<file path="src/rtl/pipeline_hazard_ctrl.sv">
// Stall/flush sequencer for the 5-stage pipeline.
// Resolves load-use bubbles, taken-branch flushes and multi-cycle MUL/DIV occupancy of EX.
module pipeline_hazard_ctrl #(
    parameter int MULDIV_LAT = 4,
    parameter int CNT_W      = 32
) (
    input  logic             clk,
    input  logic             reset,
    input  logic [4:0]       id_rs1,
    input  logic [4:0]       id_rs2,
    input  logic             id_uses_rs1,
    input  logic             id_uses_rs2,
    input  logic [4:0]       ex_rd,
    input  logic             ex_mem_read,
    input  logic             ex_branch_taken,
    input  logic             ex_is_muldiv,
    output logic             pc_stall,
    output logic             if_id_stall,
    output logic             if_id_flush,
    output logic             id_ex_stall,
    output logic             id_ex_flush,
    output logic             ex_mem_flush,
    output logic             muldiv_busy,
    output logic [CNT_W-1:0] stall_cycles
);

    localparam int CNT_BITS = $clog2(MULDIV_LAT);
    localparam logic [CNT_BITS-1:0] CNT_LOAD = CNT_BITS'(MULDIV_LAT - 2);

    typedef enum logic {
        RUN  = 1'b0,
        BUSY = 1'b1
    } state_t;

    state_t              state;
    state_t              state_next;
    logic [CNT_BITS-1:0] cnt;
    logic [CNT_BITS-1:0] cnt_next;
    logic                load_use;

    // x0 never carries a real dependency, so a load targeting it cannot cause a hazard.
    assign load_use = ex_mem_read && (ex_rd != 5'd0) &&
                      ((id_uses_rs1 && (id_rs1 == ex_rd)) ||
                       (id_uses_rs2 && (id_rs2 == ex_rd)));

    always_ff @(posedge clk) begin
        if (reset) begin
            state <= RUN;
            cnt   <= '0;
        end else begin
            state <= state_next;
            cnt   <= cnt_next;
        end
    end

    always_comb begin
        state_next = state;
        cnt_next   = cnt;
        case (state)
            RUN: begin
                if (!ex_branch_taken && ex_is_muldiv) begin
                    state_next = BUSY;
                    cnt_next   = CNT_LOAD;
                end
            end
            BUSY: begin
                if (cnt != '0) begin
                    cnt_next = cnt - 1'b1;
                end else begin
                    state_next = RUN;
                end
            end
            default: state_next = RUN;
        endcase
    end

    // Branch flush outranks MUL/DIV entry, which outranks a load-use bubble.
    always_comb begin
        pc_stall     = 1'b0;
        if_id_stall  = 1'b0;
        if_id_flush  = 1'b0;
        id_ex_stall  = 1'b0;
        id_ex_flush  = 1'b0;
        ex_mem_flush = 1'b0;
        muldiv_busy  = 1'b0;
        if (!reset) begin
            case (state)
                RUN: begin
                    if (ex_branch_taken) begin
                        if_id_flush = 1'b1;
                        id_ex_flush = 1'b1;
                    end else if (ex_is_muldiv) begin
                        pc_stall     = 1'b1;
                        if_id_stall  = 1'b1;
                        id_ex_stall  = 1'b1;
                        ex_mem_flush = 1'b1;
                    end else if (load_use) begin
                        pc_stall    = 1'b1;
                        if_id_stall = 1'b1;
                        id_ex_flush = 1'b1;
                    end
                end
                BUSY: begin
                    muldiv_busy = 1'b1;
                    if (cnt != '0) begin
                        pc_stall     = 1'b1;
                        if_id_stall  = 1'b1;
                        id_ex_stall  = 1'b1;
                        ex_mem_flush = 1'b1;
                    end
                end
                default: ;
            endcase
        end
    end

    always_ff @(posedge clk) begin
        if (reset) begin
            stall_cycles <= '0;
        end else if (pc_stall && (stall_cycles != {CNT_W{1'b1}})) begin
            stall_cycles <= stall_cycles + CNT_W'(1);
        end
    end

endmodule
</file>
<file path="config.mk">
export PLATFORM = sky130hd
export DESIGN_NAME = pipeline_hazard_ctrl
export DESIGN_NICKNAME = d
export VERILOG_FILES = /design/src/rtl/pipeline_hazard_ctrl.sv
export SDC_FILE = /design/constraint.sdc
export NUM_CORES = 1
export LEC_CHECK = 0
export ABC_AREA = 1
export ABC_CLOCK_PERIOD_IN_PS = 2500
export CAP_MARGIN = 20
export CORE_MARGIN = 4
export CORE_UTILIZATION = 35
export CTS_BUF_LIST = sky130_fd_sc_hd__clkbuf_2
export DETAILED_ROUTE_END_ITERATION = 8
export PLACE_DENSITY = 0.63
export RECOVER_POWER = 50
export SYNTH_ARGS = -nofsm -noshare
export SYNTH_HDL_FRONTEND = slang
export SYNTH_SLANG_ARGS = --single-unit
</file>
<file path="constraint.sdc">
create_clock -name clk -period 2.5 [get_ports clk]
set_input_delay 0.625 -clock clk [delete_from_list [all_inputs] [get_ports clk]]
set_output_delay 0.625 -clock clk [all_outputs]
set_load 0.1 [all_outputs]
</file>
Word level (Yosys, flattened, before mapping)

Index checks and enable logic that the tools add are counted.
Widths: inputs -> output; s select.

Equality and inequality tests: 5
Bitwise logic cells: 1
Multiplexer cells: 24
Reduce and logical (&&, ||, !) cells: 11
Add/subtract/negate cells: 2

Operator list:

| operator              | number |
|---|---|
| $add 32x1->32 const B | 1 |
| $ne 32x32->1 const B  | 1 |
| $mux 1                | 18 |
| $eq 5x5->1            | 2 |
| $logic_and 1x1->1     | 6 |
| $pmux 1 s2            | 3 |
| $reduce_bool 5->1     | 1 |
| $mux 2                | 2 |
| $pmux 2 s2            | 1 |
| $ne 2x1->1 const B    | 1 |
| $ne 2x2->1 const B    | 1 |
| $reduce_and 2->1      | 1 |
| $reduce_bool 2->1     | 1 |
| $sub 2x1->2 const B   | 1 |
| $logic_not 1->1       | 1 |
| $logic_or 1x1->1      | 1 |
| $not 1->1             | 1 |

Register bits after elaboration: 35
Word-level logic and storage cells: 46
Bits of input ports: 22

Depth between registers and ports, before layout

Gate-level depths: netlist of the first run.

Word-level depth: 10
Depth in mapped cells: 12
Gate-level depth less buffers: 11

Worst setup path after synthesis of the first run

No wires, ideal clock.

Path kind: in2out
Start point: input reset
End point: output pc_stall
Cell stages on the path: 6
Required time: 1,875 ps
Arrival time: 3,408 ps
Setup slack: -1,533 ps
Path buffers: 3
Cells stage by stage: clkbuf_1 nor2_1 inv_1 nand2_2 buf_2 buf_4

Longest elaborated chain between the ends: 1

Ends and longest elaborated chain:

| element         | RTL line | source |
|---|---|---|
| start, declared | 8        | `input logic reset,` |
| $mux 1          | --       |  |
| end, declared   | 17       | `output logic pc_stall,` |

Every way passes these cells.

Worst setup path after layout of the first run

Start point: input ex_branch_taken
End point: output if_id_stall

Longest elaborated chain between the ends: 3

Ends and longest elaborated chain:

| element         | RTL line | source |
|---|---|---|
| start, declared | 15       | `input logic ex_branch_taken,` |
| $mux 1          | 89       | `if (ex_branch_taken) begin` |
| $pmux 1 s2      | 87       | `case (state)` |
| $mux 1          | 86       | `if (!reset) begin` |
| end, declared   | 18       | `output logic if_id_stall,` |

Every way passes these cells.

==> out/qor.txt, run 1 <==
starting DRC count in detailed routing - 161
Worst-Skew Late Latency - 0.38 ns
CP Capture Type - output pin
Slew Viols, Final - 0
Pwr per Cell Area - 319 nW/um^2
crit path launch type - input pin
largest net degree at the start of global routing - 19
fillers - 765
H-tree depth - 2
clk sinks - 35
clock-pin transition on the worst setup and hold timing paths - 0.18 ns
global-route wire length before repair - 11600 um
Root Buffer - clkbuf_2
die width - 92.3 um
vias post-DR - 2761
chip height - 92.3 um
CTS tree - built
IO Port Bufs - 60
Hold Vio Cnt, Final - 0
slowest CP cell - clkdlybuf4s50_1
RSZ-0062 raised after global routing - false
worst r2r dst - stall_cycles[2]
DP HPWL - 5610 um
HP Start - cnt[0]
GRT Resource Usage Total - 16.5%
post-route ant nets - 0
drt total wl - 7010 um
GPL Wtd Cong - 0.916
crit path buf inv count - 3
WS Path Type - input pin to output pin
worst r2r src - stall_cycles[0]
CP max stage delay - 0.52 ns
Die ar. - 8520 sq um
vias per inst - 4.79
WP data arrival - 1.82 ns
Worst Hold End - cnt[0]
CP Launch Point - ex_branch_taken
initial core utilization - 36.4%
maxcap violations - 0
peak supply drop - 0.118 mV
Post-CTS Setup Inserts - 0
Layout area overhead - 29.1%
Leak - 1.33 nW
fraction of layout cells with a size suffix above 1 - 18.1%
total congestion overflow - 0
Avg Cell Area, Syn - 5.98 sq um
required time worst endpoint - 1.88 ns
hold-critical path depth - 1
Yosys reg bits - 35
deepest clock path buffer count - 2
fin crit share - 97.7%
Overall Power - 1.02 mW
antenna violations before repair - 0
commonest non-fill, non-tap cell in the layout - nand2_1
synth unique cells - 27
CP delay by family, top - buffers and inverters
FF-to-FF setup slack - 0.58 ns
number of diodes - 0
syn_nets - 440
row count - 30
f_max - 409 MHz
vias in the first global route - 2476
DR DRC count - 0
status - finished clean
minimum clock period - 2.44 ns
Final setup viols - 0
worst slew pin tran - 0.641 ns
Min-Delay Path Class - flip-flop to flip-flop
WL per Instance - 12.2 um
Post-Syn Area - 2490 sq um
Rel. slew slack - 56.9%
total CTS buffers - 5
fraction of the yosys area taken by sequential cells - 28.2%
crit-path max FO - 3
# IOs - 61
YS warnings - 0
CP Cell Sequence - clkdlybuf4s50_1, nor2_1, a21oi_2, nor2_4, inv_1, nand2_2, buf_12
clock skew - 0.0109 ns
cells on worst reg2reg path - 10
router iterations before antenna repair - 4
core region area - 6830 sq um
most frequent cells in the layout - nand2_1 (144), nor2_1 (52), nand3_1 (44)
Gate Count Post-Synth - 416
Fin Setup TNS - 0 ns
Layout Nets - 506
==> cell usage after synthesis, drive strengths merged <==
library cell | n | share of area (%)
a21oi | 34 | 6.8
buf | 11 | 3.2
clkbuf | 4 | 0.60
dfxtp | 35 | 28
ha | 2 | 1.0
inv | 36 | 5.4
nand2 | 150 | 23
nand3 | 44 | 8.9
nand3b | 8 | 2.4
nand4 | 3 | 1.4
nor2 | 57 | 9.0
nor3 | 9 | 2.0
nor3b | 1 | 0.50
o211ai | 1 | 0.30
o21ai | 2 | 0.40
o31ai | 1 | 0.30
xnor2 | 4 | 1.4
xor2 | 14 | 4.9
==> layer usage <==
layer	routed length, um	GRT usage, %
met5	0	0
met4	55	3.71
met3	260	2.54
met2	3140	26.0
met1	3560	23.7
==> sequential cells by signal, indices dropped and copies added (netlist names) <==
register and flops:
cnt 2, state 1, stall_cycles 32
==> stage by stage <==
| step | util, % | hold WS, ns | worst slack (ns) | std cells | cell area, sq um |
|---|---|---|---|---|---|
| 5_1_grt | 47.0 | 0.496 | 0.000347 | 577 | 3210 |
| 3_3_place_gp | 47.7 | 0.443 | -0.190 | 571 | 3260 |
| 2_1_floorplan | - | 0.426 | -0.233 | 416 | 2530 |
| 4_1_cts | 48.0 | 0.475 | 0.00756 | 577 | 3280 |
| 6_report | 47.0 | 0.483 | 0.0567 | 577 | 3210 |
| 3_5_place_dp | 47.7 | 0.446 | -0.229 | 571 | 3260 |
==> area by class of cell <==
cell class / instances / area (sq um) / area share, %
Sequential cell: 35 / 703 / 21.9
Timing Repair Buffer: 74 / 626 / 19.5
Multi-Input combinational cell: 330 / 1600 / 49.7
Clock buffer: 6 / 30.0 / 0.935
Tap cell: 96 / 120 / 3.74
Inverter: 36 / 135 / 4.21
==> where the power goes <==
group / total, mW / internal [mW] / switching, mW / leakage [nW]
sequential: 0.567 / 0.563 / 0.00433 / 0.283
combinational: 0.206 / 0.0792 / 0.127 / 1.02
clock: 0.250 / 0.0632 / 0.187 / 0.0249
total: 1.02 / 0.705 / 0.318 / 1.33
==> what timing repair did <==
item	in CTS	in global routing
setup endpoints to repair	3	3
hold buffers	0	0
gates resized for setup	24	7
cloned	0	0
pin swaps	10	4
==> how the worst max path moves through the flow <==
| stage | end | slack [ns] | depth (start not counted) |
|---|---|---|---|
| after floorplan | pc_stall | -0.23 | 7 |
| after global placement | id_ex_flush | -0.19 | 10 |
| after detailed placement | id_ex_flush | -0.23 | 10 |
| after CTS | id_ex_flush | 0.008 | 10 |
| after global routing | id_ex_flush | 0.0003 | 10 |
| final | if_id_stall | 0.06 | 7 |
==> cell families (layout without fill, tap and decap cells) <==
| kind of cell | count (synthesis) | in the layout | synth area share [%] |
|---|---|---|---|
| and+or+nand+nor | 272 | 272 | 47.4 |
| AOI/OAI and AO/OA | 38 | 38 | 7.85 |
| adders and majority gates | 2 | 2 | 1.01 |
| buffers and inverters | 51 | 116 | 9.21 |
| xor gates and xnor gates | 18 | 18 | 6.34 |
| DFF | 35 | 35 | 28.2 |
Note: power is estimated with default switching activity, not from simulation.
==> run 2, diff against run 1 <==
--- a/config.mk
+++ b/config.mk
@@ -12,6 +12,8 @@
 export CORE_UTILIZATION = 35
 export CTS_BUF_LIST = sky130_fd_sc_hd__clkbuf_2
 export DETAILED_ROUTE_END_ITERATION = 8
+export GPL_TIMING_DRIVEN = 0
+export HOLD_SLACK_MARGIN = 0.15
 export PLACE_DENSITY = 0.63
 export RECOVER_POWER = 50
 export SYNTH_ARGS = -nofsm -noshare
==> out/qor.txt, run 2 (synthesis gave the netlist of run 1 again) <==
Layout area overhead - 32.1% (was 29.1%)
Final WS setup - 0.0686 ns (was 0.0567 ns)
fin cells - 581 (was 577)
status - finished clean (unchanged)
fin crit share - 97.3% (was 97.7%)
Root Buffer - clkbuf_2 (unchanged)
Clk pwr share - 32.6% (was 24.5%)
vias per inst - 4.86 (was 4.79)
H-tree depth - 2 (unchanged)
Final Core Density - 48.1% (was 47.0%)
fraction of layout cells with a size suffix above 1 - 14.0% (was 18.1%)
worst r2r src - stall_cycles[0] (unchanged)
deepest clock path buffer count - 2 (unchanged)
RSZ-0062 raised after global routing - true (was false)
Top Registers - stall_cycles: 32 flops, cnt: 2 flops, state: 1 flops (unchanged)
total congestion overflow - 0 (unchanged)
Post-CTS Hold Fix Bufs - 0 (unchanged)
hold slack - 0.442 ns (was 0.483 ns)
commonest non-fill, non-tap cell in the layout - nand2_1 (unchanged)
peak supply drop - 0.266 mV (was 0.118 mV)
Die ar. - 8520 sq um (unchanged)
global-route wire length before repair - 12000 um (was 11600 um)
sequential power share - 50.1% (was 55.4%)
worst r2r dst - stall_cycles[24] (was stall_cycles[2])
FF-to-FF setup slack - 0.41 ns (was 0.58 ns)
fillers - 749 (was 765)
sw frac - 29.8% (was 31.1%)
f_max - 411 MHz (was 409 MHz)
row count - 30 (unchanged)
CP max stage delay - 0.54 ns (was 0.52 ns)
Leak - 1.42 nW (was 1.33 nW)
crit-path max FO - 3 (unchanged)
starting DRC count in detailed routing - 144 (was 161)
post-route ant nets - 0 (unchanged)
Hold Vio Cnt, Final - 0 (unchanged)
CP Capture Type - output pin (unchanged)
DP HPWL - 5810 um (was 5610 um)
Internal - 0.794 mW (was 0.705 mW)
Overall Power - 1.13 mW (was 1.02 mW)
number of diodes - 0 (unchanged)
Layout Nets - 508 (was 506)
minimum clock period - 2.43 ns (was 2.44 ns)
DP Area - 3240 sq um (was 3260 sq um)
Final setup viols - 0 (unchanged)
core region area - 6830 sq um (unchanged)
combinational cell fraction of total power - 17.2% (was 20.1%)
clk sinks - 35 (unchanged)
GRT Resource Usage Total - 17.5% (was 16.5%)
vias post-DR - 2823 (was 2761)
multi-input combinational cell area - 1610 sq um (was 1600 sq um)
chip height - 92.3 um (unchanged)
Worst-Skew Late Latency - 0.40 ns (was 0.38 ns)
antenna violations before repair - 0 (unchanged)
# IOs - 61 (unchanged)
DP Cell Count - 571 (unchanged)
Placement Setup Slack - -1.41 ns (was -0.229 ns)
required time worst endpoint - 1.88 ns (about the same)
GPL Wtd Cong - 0.928 (was 0.916)
total CTS buffers - 5 (unchanged)
router iterations before antenna repair - 5 (was 4)
IO Port Bufs - 59 (was 60)
Rel. slew slack - 34.5% (was 56.9%)
largest net degree at the start of global routing - 12 (was 19)
CP Launch Point - ex_is_muldiv (was ex_branch_taken)
largest reg by FF count - stall_cycles (unchanged)
CP Cell Sequence - clkdlybuf4s50_1, a21oi_2, nor2_4, inv_2, nand2_4, buf_6, buf_12 (was clkdlybuf4s50_1, nor2_1, a21oi_2, nor2_4, inv_1, nand2_2, buf_12)
WL per Instance - 12.6 um (was 12.2 um)
vias in the first global route - 2536 (was 2476)
cell area after layout - 3280 sq um (was 3210 sq um)
drt total wl - 7350 um (was 7010 um)
Min-Delay Path Class - flip-flop to flip-flop (unchanged)
worst slew pin tran - 0.986 ns (was 0.641 ns)
FF+latch area - 704 sq um (was 703 sq um)
most frequent cells in the layout - nand2_1 (144), nor2_1 (50), nand3_1 (42) (was nand2_1 (144), nor2_1 (52), nand3_1 (44))
Slew Viols, Final - 0 (unchanged)
crit path launch type - input pin (unchanged)
Pwr per Cell Area - 344 nW/um^2 (was 319 nW/um^2)
Switch Pwr - 0.337 mW (was 0.318 mW)
WS Path Type - input pin to output pin (unchanged)
Fin Setup TNS - 0 ns (unchanged)
WP data arrival - 1.81 ns (was 1.82 ns)
die width - 92.3 um (unchanged)
max FFs per register - 32 (unchanged)
initial core utilization - 36.4% (unchanged)
slowest CP cell - clkdlybuf4s50_1 (unchanged)
clock skew - 0.0219 ns (was 0.0109 ns)
maxcap violations - 0 (unchanged)
CTS tree - built (unchanged)
Critical Path End - pc_stall (was if_id_stall)
clock-pin transition on the worst setup and hold timing paths - 0.17 ns (was 0.18 ns)
DR DRC count - 0 (unchanged)
cells on worst reg2reg path - 10 (unchanged)
run 2: changes by cell type in the layout (fill, tap and decap cells not counted), moves of 3 or more:
| cell | previous run | this run |
|---|---|---|
| clkbuf_2 | 39 | 14 |
| dlygate4sd2_1 | 13 | 38 |
| buf_12 | 9 | 3 |
| buf_2 | 0 | 6 |
| buf_4 | 10 | 5 |
| buf_6 | 1 | 4 |
run 2: worst max-delay path, delay by kind of cell:
| family | cells | cell delay [ns] |
|---|---|---|
| AND/OR/NAND/NOR | 2 | 0.22 |
| AO/OA/AOI/OAI | 1 | 0.10 |
| buffers and inverters | 4 | 0.85 |
run 2: layout make-up:
class	instances	area share, %
plain buffers	14	2.90
clock buffers	5	0.762
clock inverters	3	1.18
inverters	36	4.11
multi-input cells	330	49.1
flip-flops and latches	35	21.4
well taps	96	3.66
repair buffers	62	16.9
run 2: power groups by stage:
| stage | Clock [mW] | Sequential (mW) | Combinational (mW) |
|---|---|---|---|
| final | 0.369 | 0.567 | 0.195 |
| after global routing | 0.399 | 0.568 | 0.211 |
| after CTS | 0.377 | 0.567 | 0.194 |
| after detailed placement | 0 | 0.578 | 0.196 |
| after global placement | 0 | 0.578 | 0.194 |
| after floorplan | 0 | 0.587 | 0.119 |
run 2: worst min-delay path by stage:
stage,start,depth (start not counted),endpoint,slack (ns)
2_1_floorplan,cnt[0],1,cnt[0],0.43
3_3_place_gp,cnt[0],1,cnt[0],0.44
3_5_place_dp,cnt[0],1,cnt[0],0.46
4_1_cts,cnt[0],1,cnt[0],0.48
5_1_grt,cnt[0],1,cnt[0],0.47
6_report,cnt[0],1,cnt[0],0.44
run 2: routing by layer:
| metal | GRT usage (%) | vias to the layer above | share of wire [%] |
|---|---|---|---|
| li1 | - | 1464 | - |
| met1 | 23.2 | 1255 | 45 |
| met2 | 28.6 | 92 | 46 |
| met3 | 3.61 | 12 | 7.1 |
| met4 | 5.20 | 0 | 1.8 |
| met5 | 0 | - | 0 |
run 2: timing repair:
action                     CTS  global route
pin swaps                   12            15
setup endpoints to repair   39             7
setup buffers                2             1
resized for setup          107            23
